<file path="src/rtl/mute_pkg.sv">
// Shared types and helpers for the click-free mute sequencer.
// Holds the sequencer state encoding, the sample width and the gain helper functions.
// Optional feature macro: MUTE_SEQ_ZEROCROSS_EN (adds the WAIT_ZC state encoding use).
package mute_pkg;

    localparam int SAMPLE_W = 32;

    // ST_WAIT_ZC is only reachable when MUTE_SEQ_ZEROCROSS_EN is defined.
    typedef enum logic [2:0] {
        ST_UNMUTED   = 3'd0,
        ST_RAMP_DOWN = 3'd1,
        ST_MUTED     = 3'd2,
        ST_RAMP_UP   = 3'd3,
        ST_WAIT_ZC   = 3'd4
    } mute_state_t;

    // Unity gain: the MSB of an unsigned GAIN_W-bit word.
    function automatic int gain_unity(input int gain_w);
        return 1 << (gain_w - 1);
    endfunction

    // Per-sample ramp step so that a full ramp takes exactly ramp_len samples.
    function automatic int gain_step(input int gain_w, input int ramp_len);
        return gain_unity(gain_w) / ramp_len;
    endfunction

endpackage

</file>
<file path="src/rtl/switch_debounce.sv">
// Purpose: 2-FF synchronizer plus debounce counter for the raw mute switch.
// Latency: an edge on sw_async reaches req after 2 sync cycles plus DEBOUNCE_CYCLES stable cycles.
// Ports: clk, rst_n (async active-low), sw_async (raw switch), req (debounced level, resets to 0).
module switch_debounce #(
    parameter int DEBOUNCE_CYCLES = 1_000_000
) (
    input  logic clk,
    input  logic rst_n,
    input  logic sw_async,
    output logic req
);

    localparam int CNT_W = $clog2(DEBOUNCE_CYCLES + 1);

    logic [1:0]       sync_q, sync_d;
    logic             stable_q, stable_d;   // last synchronized value, for change detection
    logic [CNT_W-1:0] cnt_q, cnt_d;
    logic             req_q, req_d;

    always_comb begin
        sync_d   = {sync_q[0], sw_async};
        stable_d = sync_q[1];
        cnt_d    = cnt_q;
        req_d    = req_q;
        if (sync_q[1] != stable_q) begin
            // Any change restarts the stability window; the change cycle itself is stable cycle 1.
            cnt_d = CNT_W'(DEBOUNCE_CYCLES - 1);
        end else begin
            if (cnt_q != '0) begin
                cnt_d = cnt_q - 1'b1;
            end
            // Copy on the last stable cycle so req moves exactly DEBOUNCE_CYCLES after sync.
            if (cnt_q <= CNT_W'(1)) begin
                req_d = stable_q;
            end
        end
    end

    always_ff @(posedge clk or negedge rst_n) begin
        if (!rst_n) begin
            sync_q   <= '0;
            stable_q <= 1'b0;
            cnt_q    <= '0;
            req_q    <= 1'b0;
        end else begin
            sync_q   <= sync_d;
            stable_q <= stable_d;
            cnt_q    <= cnt_d;
            req_q    <= req_d;
        end
    end

    assign req = req_q;

endmodule

</file>
<file path="src/rtl/mute_sequencer.sv">
// Purpose: debounced mute switch drives a linear per-sample gain ramp; mute stage enabled only at silence.
// Latency: 1 clock from sample_valid to out_valid/out_L/out_R; outputs hold between strobes.
// Ports: clk, rst_n, sw_mute, sample_valid, in_L/in_R -> out_L/out_R, out_valid, gain, mute_active, busy.
// Optional feature macro: MUTE_SEQ_ZEROCROSS_EN (wait for an in_L zero crossing before ramping).
module mute_sequencer
    import mute_pkg::*;
#(
    parameter int DEBOUNCE_CYCLES = 1_000_000,
    parameter int RAMP_LEN        = 256,
    parameter int GAIN_W          = 16
) (
    input  logic                       clk,
    input  logic                       rst_n,
    input  logic                       sw_mute,
    input  logic                       sample_valid,
    input  logic signed [SAMPLE_W-1:0] in_L,
    input  logic signed [SAMPLE_W-1:0] in_R,
    output logic signed [SAMPLE_W-1:0] out_L,
    output logic signed [SAMPLE_W-1:0] out_R,
    output logic                       out_valid,
    output logic [GAIN_W-1:0]          gain,
    output logic                       mute_active,
    output logic                       busy
);

    localparam logic [GAIN_W-1:0] UNITY  = GAIN_W'(gain_unity(GAIN_W));
    localparam logic [GAIN_W-1:0] STEP   = GAIN_W'(gain_step(GAIN_W, RAMP_LEN));
    localparam int                PROD_W = SAMPLE_W + GAIN_W + 1;

    logic req;

    switch_debounce #(
        .DEBOUNCE_CYCLES(DEBOUNCE_CYCLES)
    ) u_debounce (
        .clk     (clk),
        .rst_n   (rst_n),
        .sw_async(sw_mute),
        .req     (req)
    );

    mute_state_t                state_q, state_d;
    logic [GAIN_W-1:0]          gain_q, gain_d;
    logic signed [SAMPLE_W-1:0] out_l_q, out_l_d;
    logic signed [SAMPLE_W-1:0] out_r_q, out_r_d;
    logic                       out_valid_q, out_valid_d;

`ifdef MUTE_SEQ_ZEROCROSS_EN
    localparam int ZC_W = $clog2(RAMP_LEN) + 1;

    logic            zc_from_muted_q, zc_from_muted_d;  // origin of the current WAIT_ZC visit
    logic [ZC_W-1:0] zc_cnt_q, zc_cnt_d;                // strobes spent in WAIT_ZC
    logic            prev_sign_q, prev_sign_d;          // sign of in_L on the previous strobe
    logic            zc_hit;

    assign zc_hit = (in_L == '0) || (in_L[SAMPLE_W-1] != prev_sign_q);
`endif

    // ---------------- state register ----------------
    always_ff @(posedge clk or negedge rst_n) begin
        if (!rst_n) begin
            state_q         <= ST_UNMUTED;
            gain_q          <= UNITY;
            out_l_q         <= '0;
            out_r_q         <= '0;
            out_valid_q     <= 1'b0;
`ifdef MUTE_SEQ_ZEROCROSS_EN
            zc_from_muted_q <= 1'b0;
            zc_cnt_q        <= '0;
            prev_sign_q     <= 1'b0;
`endif
        end else begin
            state_q         <= state_d;
            gain_q          <= gain_d;
            out_l_q         <= out_l_d;
            out_r_q         <= out_r_d;
            out_valid_q     <= out_valid_d;
`ifdef MUTE_SEQ_ZEROCROSS_EN
            zc_from_muted_q <= zc_from_muted_d;
            zc_cnt_q        <= zc_cnt_d;
            prev_sign_q     <= prev_sign_d;
`endif
        end
    end

    // ---------------- next-state / gain ----------------
    // The gain step always follows the direction of the current state, so a req change
    // landing on a strobe cycle only redirects the ramp from the next cycle on.
    always_comb begin
        state_d = state_q;
        gain_d  = gain_q;
`ifdef MUTE_SEQ_ZEROCROSS_EN
        zc_from_muted_d = zc_from_muted_q;
        zc_cnt_d        = zc_cnt_q;
        prev_sign_d     = sample_valid ? in_L[SAMPLE_W-1] : prev_sign_q;
`endif
        case (state_q)
            ST_UNMUTED: begin
                if (req) begin
`ifdef MUTE_SEQ_ZEROCROSS_EN
                    state_d         = ST_WAIT_ZC;
                    zc_from_muted_d = 1'b0;
                    zc_cnt_d        = '0;
`else
                    state_d = ST_RAMP_DOWN;
`endif
                end
            end
            ST_RAMP_DOWN: begin
                if (sample_valid) begin
                    gain_d = gain_q - STEP;
                end
                if (sample_valid && (gain_q == STEP)) begin
                    state_d = ST_MUTED;
                end else if (!req) begin
                    state_d = ST_RAMP_UP;
                end
            end
            ST_MUTED: begin
                if (!req) begin
`ifdef MUTE_SEQ_ZEROCROSS_EN
                    state_d         = ST_WAIT_ZC;
                    zc_from_muted_d = 1'b1;
                    zc_cnt_d        = '0;
`else
                    state_d = ST_RAMP_UP;
`endif
                end
            end
            ST_RAMP_UP: begin
                if (sample_valid) begin
                    gain_d = gain_q + STEP;
                end
                if (sample_valid && (gain_q == UNITY - STEP)) begin
                    state_d = ST_UNMUTED;
                end else if (req) begin
                    state_d = ST_RAMP_DOWN;
                end
            end
`ifdef MUTE_SEQ_ZEROCROSS_EN
            ST_WAIT_ZC: begin
                // req back at its pre-entry level means the request was withdrawn.
                if (req == zc_from_muted_q) begin
                    state_d = zc_from_muted_q ? ST_MUTED : ST_UNMUTED;
                end else if (sample_valid &&
                             (zc_hit || (zc_cnt_q == ZC_W'(RAMP_LEN - 1)))) begin
                    state_d = zc_from_muted_q ? ST_RAMP_UP : ST_RAMP_DOWN;
                end else if (sample_valid) begin
                    zc_cnt_d = zc_cnt_q + 1'b1;
                end
            end
`endif
            default: begin
                state_d = ST_UNMUTED;
            end
        endcase
    end

    // ---------------- datapath ----------------
    // Product uses the gain held before this strobe's update; arithmetic shift floors toward -inf.
    logic signed [PROD_W-1:0] gain_ext;
    logic signed [PROD_W-1:0] prod_l, prod_r;

    always_comb begin
        gain_ext    = PROD_W'($signed({1'b0, gain_q}));
        prod_l      = PROD_W'(in_L) * gain_ext;
        prod_r      = PROD_W'(in_R) * gain_ext;
        out_valid_d = sample_valid;
        out_l_d     = out_l_q;
        out_r_d     = out_r_q;
        if (sample_valid) begin
            out_l_d = SAMPLE_W'(prod_l >>> (GAIN_W - 1));
            out_r_d = SAMPLE_W'(prod_r >>> (GAIN_W - 1));
        end
    end

    // ---------------- outputs ----------------
    always_comb begin
        mute_active = 1'b0;
        busy        = 1'b0;
        case (state_q)
            ST_MUTED: begin
                mute_active = 1'b1;
            end
            ST_RAMP_DOWN, ST_RAMP_UP: begin
                busy = 1'b1;
            end
`ifdef MUTE_SEQ_ZEROCROSS_EN
            ST_WAIT_ZC: begin
                busy        = 1'b1;
                // Still silent while waiting to leave MUTED, so keep the mute stage engaged.
                mute_active = zc_from_muted_q;
            end
`endif
            default: begin
            end
        endcase
    end

    assign out_L     = out_l_q;
    assign out_R     = out_r_q;
    assign out_valid = out_valid_q;
    assign gain      = gain_q;

endmodule

</file>
<file path="config.mk">
export PLATFORM = sky130hd
export DESIGN_NAME = mute_sequencer
export DESIGN_NICKNAME = d
export VERILOG_FILES = /design/src/rtl/mute_pkg.sv /design/src/rtl/switch_debounce.sv /design/src/rtl/mute_sequencer.sv
export SDC_FILE = /design/constraint.sdc
export NUM_CORES = 2
export LEC_CHECK = 0
export CAP_MARGIN = 20
export CORE_UTILIZATION = 60
export DETAILED_ROUTE_END_ITERATION = 8
export GPL_TIMING_DRIVEN = 0
export PLACE_DENSITY = 0.78
export SYNTH_ARGS = -nofsm -noshare
export SYNTH_HDL_FRONTEND = slang
export SYNTH_SLANG_ARGS = --single-unit
</file>
<file path="constraint.sdc">
create_clock -name clk -period 7.4 [get_ports clk]
set_input_delay 1.48 -clock clk [delete_from_list [all_inputs] [get_ports clk]]
set_output_delay 1.48 -clock clk [all_outputs]
set_load 0.03 [all_outputs]
</file>
==> impl_metrics.env <==
export IMPL_hold_viol_final=0
export IMPL_fmax_ghz=0.1378
export IMPL_cp_cell_sequence="clkbuf_1, clkbuf_2, nand2_1, fa_1, inv_1, fa_1, fa_1, fa_1, inv_1, fa_1, inv_1, ha_1, ha_1, a21oi_1, nor2_1, a2111oi_2, o211ai_1, buf_4, a31oi_2, o211ai_1, xor2_1, mux2_2"
export IMPL_die_h_um=203.0
export IMPL_post_drt_wl_per_cell_um=20.61
export IMPL_synthTopCellsByArea="fa_1 37%, ha_1 16%, dfrtp_1 10%, and2_1 6.8%, inv_1 6.1%"
export IMPL_grt_overflow=0
export IMPL_maxCapViolations=0
export IMPL_critPathSlowestCell="fa_1"
export IMPL_via_per_inst=5.838
export IMPL_finClkSkew_ps=20.47
export IMPL_crit_top_cell="fa_1"
export IMPL_syn_area_per_cell_um2=9.476
export IMPL_synth_edf_count=0
export IMPL_drive_above_1_share_pct=4.760
export IMPL_crit_path_end_kind="flip-flop"
export IMPL_cts_tree="yes"
export IMPL_yosys_most_used_dff="dfrtp_1"
export IMPL_gr_usage_all_layers_pct=33.91
export IMPL_routed_wl_mm=66.31
export IMPL_core_area_um2=39820
export IMPL_die_area_um2=41190
export IMPL_cts_root_buffer_cell="clkbuf_16"
export IMPL_maxSlewViolCount=0
export IMPL_yosys_area_top_type_share_pct=37.34
export IMPL_io_buffers=106
export IMPL_grt_pass1_vias=19866
export IMPL_fillers=3248
export IMPL_areaGrowthSynthToFinish_pct=9.212
export IMPL_grt_pass1_wl_mm=105.8
export IMPL_route_detailed_drc=0
export IMPL_placed_cell_area_um2=26020
export IMPL_drt_iter0_markers=1436
export IMPL_io_pins=151
export IMPL_path_delay_family="adder cells"
export IMPL_yosysTopAreaCell="fa_1"
export IMPL_vias=18788
export IMPL_path_max_fanout=10
export IMPL_critPathBufInv=6
export IMPL_critPathMaxStageDelay_ps=580
export IMPL_rows=73
export IMPL_hpwl_mm=53.39
export IMPL_finalSetupViolations=0
export IMPL_post_route_cell_area_um2=26460
export IMPL_ys_ff_latch=101
export IMPL_ant_nets=0
export IMPL_cts_sinks=101
export IMPL_synth_cell_types=68
export IMPL_synthArstFlopShare_pct=100.0
export IMPL_antenna_found_initial=9
export IMPL_cts_htree_levels=3
export IMPL_hold_class="reg2reg"
export IMPL_dr_pass1_iters=6
export IMPL_period_share_pct=98.05
export IMPL_gp_congestion=0.9887
export IMPL_cp_start_kind="flip-flop"
export IMPL_synth_cells=2557
export IMPL_worst_pin_slew_ps=1170
export IMPL_cts_buffers=9
export IMPL_min_period_ps=7255
export IMPL_ys_warn_count=0
export IMPL_yosysSeqAreaShare_pct=10.44
export IMPL_start_util_pct=60.85
export IMPL_nets=3513
export IMPL_clkLatencyLatePin_ps=410
export IMPL_worstPathRequired_ps=7690
export IMPL_clockBufferDepth=2
export IMPL_dp_cells=3197
export IMPL_die_x_um=203.0
export IMPL_path_clk_slew_ps=80
export IMPL_slew_headroom_pct=21.99
export IMPL_status="finished, final reports clean"
export IMPL_synth_area_um2=24230
export IMPL_fin_cells=3218
export IMPL_arrival_ps=7550
export IMPL_grt_max_degree=58
export IMPL_critPathKind="reg2reg"
[cells by family after synthesis]
logic type               count (synthesis)  share of synthesized area [%]
AND/OR/NAND/NOR                        819                          16.71
adder cells (fa/ha/maj)                760                          53.25
buffers and inverters                  520                          8.184
AO/OA/AOI/OAI                          224                          6.212
flip-flops                             101                          10.44
XOR/XNOR                                91                          3.289
multiplexers                            41                          1.900
other                                    1                        0.01548
[cell usage in the layout, fill, tap and decap left out, drive strengths merged, types with 6 or more instances in the layout]
cell type and n:
a21oi 62, buf 51, nor2 51, xor2 30
a21o 25, clkdlybuf4s50 86, nor3 27, nand2 379
clkbuf 87, inv 398, fa 452, nand2b 10
and2 270, or2 6, ha 308, o21bai 12
xnor2 61, nand4 17, o31ai 10, and3 12
mux2 40, o21ai 38, a211oi 7, conb 8
a31oi 11, nand3 20, dfrtp 100, dlymetal6s2s 17
o21a 15, or3 7
[synthesized netlist by cell type (36+ instances only)]
| master | number |
|---|---|
| a21oi_1 | 62 |
| buf_1 | 37 |
| mux2_2 | 40 |
| fa_1 | 452 |
| and2_1 | 265 |
| nand2_1 | 379 |
| o21ai_0 | 36 |
| clkbuf_1 | 76 |
| inv_1 | 395 |
| dfrtp_1 | 100 |
| nor2_1 | 51 |
| xnor2_1 | 61 |
| ha_1 | 308 |
[sequential cells by signal, summed over array words and instances, names as in the netlist]
register and cells:
gain 9, out_L 32, out_R 32, out_valid 1, state_q 3, u_debounce.cnt_q 20
u_debounce.req 1, u_debounce.stable_q 1, u_debounce.sync_q 2
[cell type report]
cell class / instances / area [µm²] / share of cell area, %
clock inverter: 6 / 68.82 / 0.2600
multi-input combinational: 1943 / 19790 / 74.79
clock buffer: 9 / 225.2 / 0.8511
sequential: 101 / 2529 / 9.556
tap: 525 / 656.9 / 2.482
inverter: 396 / 1486 / 5.617
timing repair buffer: 110 / 1164 / 4.397
antenna: 4 / 10.01 / 0.03783
buffer: 124 / 531.8 / 2.009
[stage by stage]
| step | setup slack, ps | TNS (ps) | utilization (%) | hold WS, ps |
|---|---|---|---|---|
| 2_1_floorplan | 485.7 | 0 | - | 331.2 |
| 3_3_place_gp | -632.3 | -10970 | 65.23 | 340.0 |
| 3_5_place_dp | -783.0 | -16130 | 65.33 | 338.7 |
| 4_1_cts | 35.07 | 0 | 66.19 | 351.7 |
| 5_1_grt | -11.17 | -11.17 | 66.43 | 348.6 |
| 6_report | 144.5 | 0 | 66.45 | 349.2 |
[layer usage]
layer | up-vias | routed length [µm] | global-route usage, %
met2 | 886 | 30800 | 54.13
met1 | 9456 | 25310 | 43.29
li1 | 8243 | - | -
met4 | 4 | 3136 | 15.01
met5 | - | 27 | 0
met3 | 199 | 7046 | 9.197
[what timing repair did]
item,4_1_cts,5_1_grt
pin swaps,1,0
setup endpoints to repair,27,28
gates resized for setup,25,45
buffers inserted,1,0
hold buffers,0,0
[final timing paths]
path	start	end	slack (ps)	cells past startpoint
setup / recovery	gain[12]$_DFFE_PN0P_	out_R[30]$_DFFE_PN0P_	140	22
hold / removal	u_debounce.sync_q[0]$_DFF_PN0_	u_debounce.sync_q[1]$_DFF_PN0_	350	0
setup reg to reg	gain[12]$_DFFE_PN0P_	out_R[30]$_DFFE_PN0P_	140	22
hold reg to reg	u_debounce.sync_q[0]$_DFF_PN0_	u_debounce.sync_q[1]$_DFF_PN0_	350	0
max in group asynchronous	rst_n	gain[15]$_DFFE_PN1P_	5520	2
min in group asynchronous	rst_n	out_L[31]$_DFFE_PN0P_	1120	1
Power is left out: the tool's default activity adds up to more than one toggle a clock period on the data nets, which glitch-free logic cannot reach.
